File: src/rtl/keypad_scanner.sv
// 4x4 matrix keypad scanner: strobes active-low columns, synchronises the rows,
// classifies each full scan frame and debounces presses/releases into key events.
module keypad_scanner #(
    parameter int SCAN_DIV       = 100000,
    parameter int DEBOUNCE_SCANS = 4
) (
    input  logic       clock,
    input  logic       reset,
    input  logic [3:0] row_n,
    output logic [3:0] col_n,
    output logic [3:0] key_code,
    output logic       key_valid,
    output logic       key_held
);

    localparam int DIV_W = $clog2(SCAN_DIV);
    localparam int CNT_W = $clog2(DEBOUNCE_SCANS + 1);
    localparam logic [DIV_W-1:0] DIV_LAST = DIV_W'(SCAN_DIV - 1);
    localparam logic [CNT_W-1:0] CNT_DONE = CNT_W'(DEBOUNCE_SCANS);
    localparam logic [CNT_W-1:0] CNT_ONE  = CNT_W'(1);

    typedef enum logic [1:0] {
        S_IDLE     = 2'd0,
        S_DEBOUNCE = 2'd1,
        S_PRESSED  = 2'd2,
        S_RELEASE  = 2'd3
    } state_t;

    function automatic logic [3:0] key_map(input logic [1:0] col, input logic [1:0] row);
        logic [3:0] code;
        case ({col, row})
            4'h0: code = 4'h1;
            4'h1: code = 4'h4;
            4'h2: code = 4'h7;
            4'h3: code = 4'h0;
            4'h4: code = 4'h2;
            4'h5: code = 4'h5;
            4'h6: code = 4'h8;
            4'h7: code = 4'hF;
            4'h8: code = 4'h3;
            4'h9: code = 4'h6;
            4'hA: code = 4'h9;
            4'hB: code = 4'hE;
            4'hC: code = 4'hA;
            4'hD: code = 4'hB;
            4'hE: code = 4'hC;
            4'hF: code = 4'hD;
            default: code = 4'h0;
        endcase
        return code;
    endfunction

    logic [3:0]       r_sync1, r_sync2;
    logic [DIV_W-1:0] r_div;
    logic [1:0]       r_col;
    logic [1:0]       r_hits;
    logic [3:0]       r_acc_key;
    state_t           r_state;
    logic [CNT_W-1:0] r_cnt;
    logic [3:0]       r_cand;

    logic [3:0]       w_pressed;
    logic [2:0]       w_col_hits;
    logic [1:0]       w_row_idx;
    logic [1:0]       w_col_next;
    logic             w_sample;
    logic             w_eval;
    logic [1:0]       w_frame_hits;
    logic [3:0]       w_frame_key;
    logic             w_is_none, w_is_key, w_is_multi;
    logic [CNT_W-1:0] w_cnt_inc;

    assign w_pressed  = ~r_sync2;
    assign w_col_hits = {2'b00, w_pressed[0]} + {2'b00, w_pressed[1]}
                      + {2'b00, w_pressed[2]} + {2'b00, w_pressed[3]};
    assign w_sample   = (r_div == DIV_LAST);
    assign w_eval     = w_sample && (r_col == 2'd3);
    assign w_col_next = r_col + 2'd1;
    assign w_cnt_inc  = r_cnt + CNT_ONE;

    // Row index of the single pressed row in the current column
    always_comb begin
        w_row_idx = 2'd0;
        if (w_pressed[1]) begin
            w_row_idx = 2'd1;
        end else if (w_pressed[2]) begin
            w_row_idx = 2'd2;
        end else if (w_pressed[3]) begin
            w_row_idx = 2'd3;
        end else begin
            w_row_idx = 2'd0;
        end
    end

    // Merge this column's sample into the running frame result (hits saturate at 2 = MULTI)
    always_comb begin
        w_frame_hits = r_hits;
        w_frame_key  = r_acc_key;
        if (w_col_hits == 3'd0) begin
            w_frame_hits = r_hits;
        end else if ((w_col_hits == 3'd1) && (r_hits == 2'd0)) begin
            w_frame_hits = 2'd1;
            w_frame_key  = key_map(r_col, w_row_idx);
        end else begin
            w_frame_hits = 2'd2;
        end
    end

    assign w_is_none  = (w_frame_hits == 2'd0);
    assign w_is_key   = (w_frame_hits == 2'd1);
    assign w_is_multi = (w_frame_hits == 2'd2);

    // Row synchroniser, column strobe divider and per-frame accumulation
    always_ff @(posedge clock) begin
        if (reset) begin
            r_sync1   <= 4'hF;
            r_sync2   <= 4'hF;
            r_div     <= '0;
            r_col     <= 2'd0;
            col_n     <= 4'b1110;
            r_hits    <= 2'd0;
            r_acc_key <= 4'h0;
        end else begin
            r_sync1 <= row_n;
            r_sync2 <= r_sync1;
            if (w_sample) begin
                r_div <= '0;
                r_col <= w_col_next;
                col_n <= ~(4'b0001 << w_col_next);
                if (r_col == 2'd3) begin
                    r_hits    <= 2'd0;
                    r_acc_key <= 4'h0;
                end else begin
                    r_hits    <= w_frame_hits;
                    r_acc_key <= w_frame_key;
                end
            end else begin
                r_div <= r_div + {{(DIV_W-1){1'b0}}, 1'b1};
            end
        end
    end

    // Press/release debounce FSM, advanced once per frame at the column-3 sample
    always_ff @(posedge clock) begin
        if (reset) begin
            r_state   <= S_IDLE;
            r_cnt     <= '0;
            r_cand    <= 4'h0;
            key_code  <= 4'h0;
            key_valid <= 1'b0;
            key_held  <= 1'b0;
        end else begin
            key_valid <= 1'b0;
            if (w_eval) begin
                case (r_state)
                    S_IDLE: begin
                        if (w_is_key) begin
                            r_cand <= w_frame_key;
                            if (CNT_ONE >= CNT_DONE) begin
                                r_state   <= S_PRESSED;
                                r_cnt     <= '0;
                                key_code  <= w_frame_key;
                                key_valid <= 1'b1;
                                key_held  <= 1'b1;
                            end else begin
                                r_state <= S_DEBOUNCE;
                                r_cnt   <= CNT_ONE;
                            end
                        end else begin
                            r_state <= S_IDLE;
                        end
                    end
                    S_DEBOUNCE: begin
                        if (w_is_key && (w_frame_key == r_cand)) begin
                            if (w_cnt_inc >= CNT_DONE) begin
                                r_state   <= S_PRESSED;
                                r_cnt     <= '0;
                                key_code  <= r_cand;
                                key_valid <= 1'b1;
                                key_held  <= 1'b1;
                            end else begin
                                r_cnt <= w_cnt_inc;
                            end
                        end else if (w_is_key) begin
                            r_cand <= w_frame_key;
                            r_cnt  <= CNT_ONE;
                        end else begin
                            r_state <= S_IDLE;
                            r_cnt   <= '0;
                        end
                    end
                    S_PRESSED: begin
                        if (w_is_multi || (w_is_key && (w_frame_key == key_code))) begin
                            r_cnt <= '0;
                        end else if (CNT_ONE >= CNT_DONE) begin
                            r_state  <= S_IDLE;
                            r_cnt    <= '0;
                            key_held <= 1'b0;
                        end else begin
                            r_state <= S_RELEASE;
                            r_cnt   <= CNT_ONE;
                        end
                    end
                    S_RELEASE: begin
                        if (w_is_multi || (w_is_key && (w_frame_key == key_code))) begin
                            r_state <= S_PRESSED;
                            r_cnt   <= '0;
                        end else if (w_cnt_inc >= CNT_DONE) begin
                            r_state  <= S_IDLE;
                            r_cnt    <= '0;
                            key_held <= 1'b0;
                        end else begin
                            r_cnt <= w_cnt_inc;
                        end
                    end
                    default: begin
                        r_state <= S_IDLE;
                        r_cnt   <= '0;
                    end
                endcase
            end else begin
                r_state <= r_state;
            end
        end
    end

    logic w_unused;
    assign w_unused = w_is_none;

endmodule

File: config.mk
export PLATFORM = sky130hd
export DESIGN_NAME = keypad_scanner
export DESIGN_NICKNAME = d
export VERILOG_FILES = /design/src/rtl/keypad_scanner.sv
export SDC_FILE = /design/constraint.sdc
export NUM_CORES = 1
export LEC_CHECK = 0
export CAP_MARGIN = 15
export CORE_MARGIN = 4
export CORE_UTILIZATION = 30
export CTS_CLUSTER_DIAMETER = 40
export CTS_CLUSTER_SIZE = 28
export DETAILED_ROUTE_END_ITERATION = 8
export PLACE_DENSITY_LB_ADDON = 0.08
export SLEW_MARGIN = 25
export SYNTH_ARGS = -nofsm -noshare
export SYNTH_HDL_FRONTEND = slang
export SYNTH_SLANG_ARGS = --single-unit
File: constraint.sdc
create_clock -name clock -period 4.3 [get_ports clock]
set_input_delay 1.075 -clock clock [delete_from_list [all_inputs] [get_ports clock]]
set_output_delay 1.075 -clock clock [all_outputs]
set_load 0.03 [all_outputs]
# Word-level counts from Yosys, hierarchy flattened
# Memory sizes are Yosys's and may differ from the RTL's.
# Index checks and enable logic that the tools add are counted.
# W data, S select, Z words.
word_totals:
  ff_bits: 52
  rom_bits: 64
  input_bits: 6
  out_inout_bits: 10
  wordCells: 97
  memories: 1
mem_list:
  columns: ["name", "words", "word_bits", "rd", "rd_ports_with_merged_regs", "wr", "line", "rtl"]
  rows:
  - ["(name not given)", 16, 4, 1, 0, 0, "31", "case ({col, row})"]
op_classes:
  addsub: 6
  n_lt_le_gt_ge: 1
  eq_ne: 20
  shift: 1
  mux: 33
  n_bitwise: 5
  n_reduce_logical: 17
ops:
  columns: ["operator", "n"]
  rows:
  - ["$mux W2", 12]
  - ["$mux W4", 5]
  - ["$add A17 B1 Y17 const B", 1]
  - ["$eq A17 B17 Y1 const B", 1]
  - ["$ne A2 B2 Y1 const B", 7]
  - ["$mux W3", 4]
  - ["$pmux W3 S4", 1]
  - ["$ne A3 B3 Y1 const B", 3]
  - ["$eq A2 B2 Y1 const B", 4]
  - ["$eq A4 B4 Y1", 2]
  - ["$mux W1", 8]
  - ["$not A4 Y4", 2]
  - ["$pmux W2 S4", 1]
  - ["$pmux W4 S2", 1]
  - ["$reduce_and A6 Y1", 1]
  - ["$reduce_and A5 Y1", 1]
  - ["$eq A2 B1 Y1 const B", 2]
  - ["$logic_and A1 B1 Y1", 4]
  - ["$logic_not A2 Y1", 2]
  - ["$reduce_and A4 Y1", 1]
  - ["$reduce_bool A2 Y1", 2]
  - ["$reduce_or A4 Y1", 1]
  - ["$shl A1 B2 Y4 const A", 1]
  - ["$add A2 B1 Y3", 1]
  - ["other kinds (13)", 15]

# Longest topological paths before layout
# Gate-level depths: netlist of run 1.
depth:
  word_depth: 13
  depth_mapped: 13
  mapped_depth_nobuf: 11

# Worst setup path after synthesis of run 1
# OpenSTA, ideal clock, no wires.
synth_path:
  path_type: "register to register"
  start: "register r_sync2[0]"
  end: "register r_cand[2]"
  setup_time_ns: 0.123
  arrival_ns: 2.935
  required_ns: 4.177
  setup_slack_ns: 1.242
  path_stages_with_launch: 13
  path_buffers: 1
  synth_period_minus_slack_ns: 3.058
  cell_sequence: "dfxtp_1 > fa_1 > inv_1 > ha_1 > ha_1 > nor2_4 > nand2_2 > o41ai_4 > nand2_1 > and3_1 > buf_2 > a31oi_4 > mux2_1"
synth_between:
  elab_chain_len: 12
  word_cells_on_any_way: 19
  classes_between: "add/sub: 3; eq/ne: 4; mux: 7; bitwise: 1; reduce/logical: 4"
synth_lines:
  columns: ["item", "line", "rtl"]
  rows:
  - ["start: declaration", "53", "logic [3:0] r_sync1, r_sync2;"]
  - ["start signal: assignment", "125", "r_sync2 <= r_sync1;"]
  - ["$not A4 Y4 *", "73", "assign w_pressed = ~r_sync2;"]
  - ["$add A1 B1 Y2 *", "74", "assign w_col_hits = {2'b00, w_pressed[0]} + {2'b00, w_pressed[1]}"]
  - ["$add A2 B1 Y3 *", "75", "+ {2'b00, w_pressed[2]} + {2'b00, w_pressed[3]};"]
  - ["$add A3 B1 Y3 *", "75", null]
  - ["$eq A3 B1 Y1", "101", "end else if ((w_col_hits == 3'd1) && (r_hits == 2'd0)) begin"]
  - ["$logic_and A1 B1 Y1", "101", null]
  - ["$mux W2 / $mux W4 (equally long branches)", "101", null]
  - ["$mux W2 / $mux W4 (equally long branches)", "99", "if (w_col_hits == 3'd0) begin"]
  - ["$eq A2 B1 Y1 / $eq A4 B4 Y1 (equally long branches)", "110, 174", null]
  - ["$mux W4 / $logic_and A1 B1 Y1 (equally long branches)", "157, 184, 174", null]
  - ["$mux W4 / $ne A2 B2 Y1 (equally long branches)", null, null]
  - ["$pmux W4 S2 / $reduce_and A3 Y1 (equally long branches)", null, null]
  - ["end signal: assignment", "158", "r_cand <= w_frame_key;"]
  - ["end signal: assignment", "185", "r_cand <= w_frame_key;"]
  - ["end: declaration", "60", "logic [3:0] r_cand;"]
# Mark *: on every way between the ends. The rest lies on a longest branch, timed or not. The select of a mux whose other input is x is not followed.
# A chain may end at the register's enable or synchronous reset.

# Worst setup path in the final report of run 1
layout_path:
  start: "register r_sync2[1]"
  end: "register r_cand[2]"
layout_between:
  elab_chain_len: 12
  word_cells_on_any_way: 21
  classes_between: "add/sub: 3; eq/ne: 4; mux: 8; bitwise: 1; reduce/logical: 4; memory: 1"
layout_lines:
  columns: ["item", "line"]
  rows:
  - ["$not A4 Y4 *", "73"]
  - ["$add A1 B1 Y2", "74"]
  - ["$add A2 B1 Y3", "75"]
  - ["$add A3 B1 Y3", "75"]
  - ["$eq A3 B1 Y1", "101"]
  - ["$logic_and A1 B1 Y1", "101"]
  - ["$mux W2 / $mux W4 (equally long branches)", "101"]
  - ["$mux W2 / $mux W4 (equally long branches)", "99"]
  - ["$eq A2 B1 Y1 / $eq A4 B4 Y1 (equally long branches)", "110, 174"]
  - ["$mux W4 / $logic_and A1 B1 Y1 (equally long branches)", "157, 184, 174"]
  - ["$mux W4 / $ne A2 B2 Y1 (equally long branches)", null]
  - ["$pmux W4 S2 / $reduce_and A3 Y1 (equally long branches)", null]
# Marked as above.

==> impl_metrics.tcl, run 1 <==
set metrics [dict create \
    grt_pass1_vias 2072 \
    port_buffers 15 \
    ys.flop_type "dfxtp_1" \
    start_kind "register" \
    clock_sinks 52 \
    min_from "r_sync1[1]" \
    rsz0062_at_grt "false" \
    viasPerCell 4.924 \
    cts_resized 0 \
    syn_to_final_growth_pct 10.87 \
    wl_um 5859 \
    yosys_warnings 0 \
    drtAntennaViolNets 0 \
    hold_ws_ns 0.4154 \
    r2r_setup_slack_ns 0.92 \
    drive_gt1_frac 0.1220 \
    power.total_uw 879.4 \
    max_slew.worst_pin.slew_ns 0.7136 \
    path_cells "fa_1 > inv_1 > ha_1 > ha_1 > nor2_4 > and2_1 > a31oi_1 > xnor2_1 > and3_1 > a31oi_4 > mux2_1" \
    antenna_found_initial 0 \
    initial_core_util 0.3134 \
    post_cts_buffers 0 \
    yosysUniqueCellTypes 61 \
    cp_top_family "adder cells" \
    finalCriticalPeriod_ns 3.384 \
    setup_slack_ns 0.9161 \
    clk_latency_ns 0.31 \
    drc 0 \
    nets 344 \
    place_area_sq_mm 0.003008 \
    seq_area_frac_synth 0.3736 \
    avgSynthCellArea_sq_um 8.708 \
    die_height_um 104.4 \
    slowest_delay_ns 0.53 \
    synthesis.area_sq_mm 0.002786 \
    root_buffer "clkbuf_8" \
    die_area_sq_mm 0.01089 \
    ios 16 \
    dp_slack_ns 0.9477 \
    rows 34 \
    required_ns 4.50 \
    setup_tns_ns 0 \
    cp.arrival_ns 3.59 \
    cp-end-kind "register" \
    min_period_over_period 0.7870 \
    numCtsBuffers 5 \
    fmax_mhz 295.5 \
    synth_cells 320 \
    synth_top_area_frac 0.3736 \
    final_area_sq_mm 0.003089 \
    finalSetupViolations 0 \
    final_hold_viol_count 0 \
    synth-async-reset-ratio 0 \
    hp-class "reg -> reg" \
    relSlewSlack 0.5243 \
    finClkSkew_ns 0.006616 \
    path_buf_inv 1 \
    worst-path-max-fanout 11 \
    slew_violations 0 \
    antenna_cells 0 \
    synth_seq_cells 52 \
    synthTopCellsByArea "dfxtp_1 37%, nor2_1 4.4%, xnor2_1 4.4%" \
    drt_iter0_drc 56 \
    clk_pin_slew_ns 0.10 \
    status "finished clean" \
    grt_pass1_wl_um 10070 \
    fp.dieW_um 104.4 \
    cts_tree "yes" \
    gr-total-overflow 0 \
    crit_slowest_cell "fa_1" \
    cts.path.max_buffers 2 \
    holdBufCountCts 0 \
    r2r-start "r_sync2[1]" \
    core_region_area_sq_mm 0.008891 \
    firstDrtPassIters 4 \
    track_usage 0.1113 \
    via_count 2147 \
    h-tree-depth 2 \
    power_leakage_nw 1.186 \
    synth_nets 336 \
    synth_largest_area_cell "dfxtp_1" \
    globalplace.congestion 0.7766 \
    cp-startpoint "r_sync2[1]" \
    post-dp-hpwl_um 4318 \
    drv_cap 0 \
    grt_max_degree 31 \
    n_fill_cell 940 \
    critPathMostFrequentCell "ha_1" \
    p_per_area_mw_per_mm2 284.7 \
    synth-edff-count 0 \
    criticalPathCategory "reg -> reg" \
    post_drt_wl_per_cell_um 13.44 \
    ir_worst_vdd_mv 0.1324 \
]
[registers in the layout (all words and copies together) (netlist names), 2 cells and up]
signal / flops
col_n: 4
r_div: 17
r_sync2: 4
r_hits: 2
r_cnt: 3
r_acc_key: 4
key_code: 4
r_state: 2
r_col: 2
r_cand: 4
r_sync1: 4
[cell usage after synthesis (all sizes together) (2+ instances only)]
cell type  instances
dfxtp             52
nor2              35
nand2             28
a21oi             21
o21ai             19
xnor2             14
xor2              14
inv               13
buf               12
or2               11
ha                 9
nand3              8
nand4              8
nor3               8
and3               7
or3                7
o211ai             6
a31oi              4
clkbuf             4
mux2i              4
nand2b             4
and2               3
a31o               2
nand4b             2
nor2b              2
nor3b              2
or4                2
[cells in the final DEF, fill, tap and decap left out, types with 2 or more instances in the layout]
cell             instances
mux2i_1                  4
or3_1                    6
nor3_1                   6
and3_1                   7
xnor2_1                 14
nand3_1                  8
nor3_2                   2
nor2b_1                  2
buf_4                    2
nand4b_1                 2
nand2_1                 25
nand2b_1                 4
inv_1                   11
nand2_2                  3
clkbuf_8                 5
clkdlybuf4s50_1         15
dfxtp_1                 52
o211ai_1                 6
ha_1                     9
nand4_1                  8
and2_1                   2
inv_2                    2
a31oi_1                  3
a21oi_1                 21
or2_2                   10
nor2_1                  33
xor2_1                  14
o21ai_0                 18
[where the power goes]
group	internal [mW]	leakage, nW	switching (mW)	total (mW)
Sequential	0.487	0.421	0.00545	0.493
Clock	0.111	0.0400	0.165	0.276
Combinational	0.0409	0.724	0.0700	0.111
Total	0.639	1.19	0.241	0.879
[routing by layer]
layer | GRT usage | part of all wire
met1 | 0.1477 | 0.50
met5 | 0 | 0
met4 | 0.03134 | 0.013
met2 | 0.1827 | 0.46
met3 | 0.02235 | 0.020
[logic make-up after synthesis]
kind of cell / count (synthesis) / share of synthesized area
adders and majority gates: 10 / 0.04760
and+or+nand+nor: 131 / 0.2694
muxes: 5 / 0.01841
xor gates and xnor gates: 28 / 0.08801
AOI/OAI and AO/OA: 65 / 0.1572
buffers and inverters: 29 / 0.04580
DFF: 52 / 0.3736
[stage by stage]
step / instances / util
3_3_place_gp: 429 / 0.3383
5_1_grt: 436 / 0.3475
3_5_place_dp: 429 / 0.3383
4_1_cts: 436 / 0.3475
2_1_floorplan: 320 / -
6_report: 436 / 0.3475
[path summary, 6_finish.rpt]
path                      to  depth (start not counted)
hold / removal    r_sync2[1]                          1
setup reg to reg   r_cand[2]                         11
hold reg to reg   r_sync2[1]                          1
setup / recovery   r_cand[2]                         11
[cell type report]
type	instances	area [sq um]	share of cell area
clock buffer	5	68.82	0.02228
clock inverter	2	12.51	0.004050
inverter	13	48.80	0.01580
multi-input combinational	239	1618	0.5237
sequential	52	1041	0.3370
tap	108	135.1	0.04374
timing repair buffer	17	165.2	0.05346
Note: power is estimated with default switching activity, not from simulation.
==> inputs of run 2 (changes only) <==
clock period = 2.74 ns   (was 4.3 ns; I/O delays follow)
==> run 2 against run 1 <==
  * The flow now finishes with violations (setup timing)
  * Largest power group unchanged
  * Hold slack improved by 0.0035 ns
  * Sequential power increased by 56%
  * Critical path depth decreased by 1
  * Cell count increased by 5.7%
  * Setup slack got worse by 1.1 ns
  * Sequential cell count unchanged
  * Critical endpoint is now r_state[1]
  * Power increased by 83%
==> impl_metrics.tcl, run 2 (synthesis results as in run 1) <==
set metrics [dict create \
    clock_sinks 52 \
    via_count 2249 \
    antenna_cells 0 \
    required_ns 2.98 \
    setup_slack_ns -0.1372 \
    power.total_mw 1.613 \
    violations "setup timing" \
    drtAntennaViolNets 0 \
    hp-class "reg -> reg" \
    port_buffers 15 \
    core_region_area_sq_mm 0.008891 \
    cts.path.max_buffers 2 \
    holdBufCountCts 0 \
    track_usage 0.1233 \
    post_drt_wl_per_cell_um 14.28 \
    final_cell_mix "51 x dfxtp_1, 32 x nor2_1, 25 x nand2_1, 25 x buf_4, 21 x a21oi_1" \
    relSlewSlack 0.6696 \
    fmax_mhz 347.6 \
    cp.arrival_ns 3.12 \
    min_period_over_period 1.050 \
    grt_pass1_vias 2192 \
    die_height_um 104.4 \
    r2r-start "r_sync2[0]" \
    cp-startpoint "r_sync2[0]" \
    max_slew.worst_pin.slew_ns 0.4950 \
    finClkSkew_ns 0.003677 \
    ios 16 \
    cts_tree "yes" \
    cp-end-kind "register" \
    final_hold_viol_count 0 \
    worst-path-max-fanout 4 \
    viasPerCell 4.879 \
    gr-total-overflow 0 \
    firstDrtPassIters 3 \
    syn_to_final_growth_pct 21.33 \
    post-dp-hpwl_um 4863 \
    drt_iter0_drc 72 \
    largest_reg_flops 17 \
    final_common_cell "dfxtp_1" \
    ir_worst_vdd_mv 0.2541 \
    endpoint "r_state[1]" \
    clk_latency_ns 0.30 \
    p_per_area_mw_per_mm2 477.1 \
    rsz0062_at_grt "true" \
    grt_pass1_wl_um 10880 \
    clk_pin_slew_ns 0.10 \
    finalCriticalPeriod_ns 2.877 \
    finalSetupViolations 13 \
    slew_violations 0 \
    drv_cap 0 \
    power_leakage_nw 1.324 \
    criticalPathCategory "reg -> reg" \
    die_area_sq_mm 0.01089 \
    nets 368 \
    r2r_end "r_state[1]" \
    status "finished, violations left" \
    rows 34 \
    wl_um 6581 \
    r2r_setup_slack_ns -0.14 \
    largest-register "r_div" \
    finalNonFillerCells 461 \
    start_kind "register" \
    h-tree-depth 2 \
    antenna_found_initial 0 \
    numCtsBuffers 5 \
    placedCellCount 451 \
    grt_max_degree 16 \
    drc 0 \
    fp.dieW_um 104.4 \
    initial_core_util 0.3134 \
    drive_gt1_frac 0.2096 \
    globalplace.congestion 0.7775 \
    root_buffer "clkbuf_8" \
    r2r_cells 10 \
]
-- run 2: worst min-delay path by stage --
stage          slack [ns]          to  cells past startpoint        from
6_report             0.42  r_sync2[0]                      1  r_sync1[0]
5_1_grt              0.43  r_sync2[0]                      1  r_sync1[0]
4_1_cts              0.42  r_sync2[0]                      1  r_sync1[0]
3_5_place_dp         0.40  r_sync2[0]                      1  r_sync1[0]
3_3_place_gp         0.40  r_sync2[2]                      1  r_sync1[2]
2_1_floorplan        0.39  r_sync2[0]                      1  r_sync1[0]
-- run 2: layout make-up --
class	count	area, sq um
Fill cell	925	5510
Inverter	13	48.80
Clock inverter	1	30.03
Clock buffer	7	96.34
Tap cell	108	135.1
Sequential cell	52	1042
Timing Repair Buffer	41	349.1
Multi-Input combinational cell	239	1679
-- run 2: through the flow --
stage | setup slack [ns] | area [sq um] | TNS, ns | utilization | hold WS, ns
floorplan | -0.04624 | 2850 | -0.06327 | - | 0.3895
global placement | -0.08248 | 3224 | -0.4330 | 0.3627 | 0.3975
detailed placement | -0.1363 | 3224 | -0.8082 | 0.3627 | 0.3972
CTS | -0.1609 | 3377 | -0.7938 | 0.3798 | 0.4215
global route | -0.2789 | 3381 | -2.276 | 0.3802 | 0.4266
finish | -0.1372 | 3381 | -0.5125 | 0.3802 | 0.4189
-- run 2: layer usage --
layer	wire length, um	global-route usage	vias up
met5	0	0	-
met4	83	0.03704	0
met3	110	0.02297	5
met2	2715	0.1836	15
met1	3671	0.1792	1054
li1	-	-	1175
-- run 2: repair_timing --
item | 4_1_cts | 5_1_grt
setup buffers | 2 | 0
resized for setup | 5 | 1
pin swaps | 1 | 0
setup endpoints to repair | 14 | 14
cloned | 0 | 0
-- run 2: critical path, cell delays in order, from the launching register on --
cell and delay, ns:
dfxtp_2 0.33, fa_1 0.55, inv_2 0.05, ha_4 0.26
nor3b_4 0.24, nand2_2 0.10, o41ai_4 0.32, xnor2_1 0.11
or3_4 0.41, o2111a_2 0.28, nor3b_2 0.15
-- run 2: power by group --
part / internal, mW / switching, mW / leakage, nW
Sequential: 0.765 / 0.00583 / 0.421
Clock: 0.323 / 0.260 / 0.0645
Combinational: 0.124 / 0.136 / 0.838
==> inputs of run 3 (changes only) <==
PLACE_DENSITY = 0.53   (was unset)
PLACE_DENSITY_LB_ADDON = unset   (was 0.08)
==> run 3 against run 2 <==
  * Hold slack gained 0.0025 ns
  * First-iteration DRC count grew 24%
  * Sequential power is essentially flat
  * Global-route usage shrank 1.0 points
  * Critical endpoint is now key_held
  * The flow still finishes with violations (setup timing)
  * Die area is the same
  * Setup slack lost 0.017 ns
  * Final area shrank 0.18%
  * Power shrank 7.6%
  * Combinational power is essentially flat
  * Highest routed layer unchanged
==> impl_metrics.tcl, run 3 (synthesis results as in run 1) <==
set metrics [dict create \
    via_count 2252 \
    drc 0 \
    firstDrtPassIters 4 \
    grt_max_degree 23 \
    drtAntennaViolNets 0 \
    p_per_area_mw_per_mm2 441.7 \
    cp-end-kind "register" \
    drt_iter0_drc 89 \
    die_area_sq_mm 0.01089 \
    grt_pass1_vias 2137 \
    finClkSkew_ns 0.01228 \
    final_cell_mix "51 x dfxtp_1, 32 x nor2_1, 25 x nand2_1, 21 x buf_4, 20 x a21oi_1" \
    gr-total-overflow 0 \
    slew_violations 0 \
    nets 366 \
    largest-register "r_div" \
    cts.path.max_buffers 2 \
    path_cells "fa_1 > inv_2 > ha_4 > nor3b_4 > nand2_2 > o41ai_4 > xnor2_1 > or3_4 > o2111a_2 > nor3_2" \
    initial_core_util 0.3134 \
    cp.arrival_ns 3.14 \
    criticalPathCategory "reg -> reg" \
    cts_tree "yes" \
    rows 34 \
    final_hold_viol_count 0 \
    fp.dieW_um 104.4 \
    antenna_found_initial 0 \
    clk_latency_ns 0.31 \
    grt_pass1_wl_um 10290 \
    required_ns 2.98 \
    slowest_delay_ns 0.54 \
    power_leakage_nw 1.308 \
    max_slew.worst_pin.slew_ns 0.4576 \
    drive_gt1_frac 0.2222 \
    post-dp-hpwl_um 4457 \
    finalNonFillerCells 459 \
    drv_cap 0 \
    antenna_cells 0 \
    crit_slowest_cell "fa_1" \
    min_period_over_period 1.056 \
    die_height_um 104.4 \
    relSlewSlack 0.6926 \
    start_kind "register" \
    ir_worst_vdd_mv 0.1763 \
    viasPerCell 4.906 \
    syn_to_final_growth_pct 21.10 \
    r2r_setup_slack_ns -0.15 \
    hp-class "reg -> reg" \
    holdBufCountCts 0 \
    clk_pin_slew_ns 0.10 \
    root_buffer "clkbuf_8" \
    setup_slack_ns -0.1545 \
    final_common_cell "dfxtp_1" \
    globalplace.congestion 0.8378 \
    largest_reg_flops 17 \
    post_drt_wl_per_cell_um 13.09 \
    track_usage 0.1132 \
    port_buffers 15 \
    violations "setup timing" \
    finalSetupViolations 9 \
    final_util 0.3795 \
    numCtsBuffers 5 \
    core_region_area_sq_mm 0.008891 \
    h-tree-depth 2 \
    finalCriticalPeriod_ns 2.894 \
    placedCellCount 449 \
    worst-path-max-fanout 4 \
    wl_um 6009 \
    ios 16 \
    rsz0062_at_grt "true" \
    hold_ws_ns 0.4214 \
    clock_sinks 52 \
    status "finished, violations left" \
    fmax_mhz 345.5 \
]
==> run 3: cell count changes in the layout (fill, tap and decap cells not counted), sizes merged <==
cell | previous run | this run
buf | 26 | 24
clkbuf | 7 | 5
bufinv | 1 | 0
clkinv | 0 | 1
clkinvlp | 0 | 1
inv | 13 | 14
==> run 3: power breakdown <==
group / internal [mW] / total (mW) / switching, mW
logic: 0.122 / 0.260 / 0.137
clock network: 0.188 / 0.461 / 0.273
registers: 0.765 / 0.770 / 0.00535
total: 1.08 / 1.49 / 0.416
==> run 3: layer usage <==
metal	vias up	GRT usage	share of wire
met1	1038	0.1620	0.52
met3	8	0.01986	0.026
met5	-	0	0
met2	30	0.1711	0.44
li1	1176	-	-
met4	0	0.03704	0.016
==> run 3: worst max-delay path: cells and delay by family, from the launching register on <==
family,cells,cell delay (ns)
simple gates,4,0.93
xor+xnor,1,0.11
compound gates,2,0.61
fa+ha+maj,2,0.80
flops,1,0.33
buf+inv,1,0.04
==> run 3: timing repair <==
item	in CTS	in global routing
pin swaps	1	3
gates cloned	0	0
setup buffers	1	1
setup endpoints to repair	13	14
resized for setup	5	10
==> run 3: worst paths after layout <==
kind	from	endpoint	cells after the start
worst max-delay path	r_sync2[0]	key_held	10
worst min-delay path	r_sync1[3]	r_sync2[3]	1
worst max register to register	r_sync2[0]	key_held	10
worst min register to register	r_sync1[3]	r_sync2[3]	1
==> run 3: per-stage QoR <==
stage | worst slack [ns] | power, mW | TNS, ns | cell area, sq um
6_report | -0.1545 | 1.491 | -0.6514 | 3374
4_1_cts | -0.1521 | 1.504 | -0.5323 | 3327
5_1_grt | -0.2899 | 1.580 | -2.590 | 3374
2_1_floorplan | -0.04624 | 0.9519 | -0.06327 | 2850
3_3_place_gp | -0.06875 | 1.018 | -0.2237 | 3209
3_5_place_dp | -0.1418 | 1.021 | -0.6419 | 3209
==> run 3: layout make-up <==
cell class / instances / area [sq um]
fill: 906 / 5517
tap: 108 / 135.1
timing repair buffer: 39 / 341.6
multi-input combinational: 239 / 1710
sequential: 52 / 1042
clock inverter: 3 / 27.53
inverter: 13 / 48.80
clock buffer: 5 / 68.82
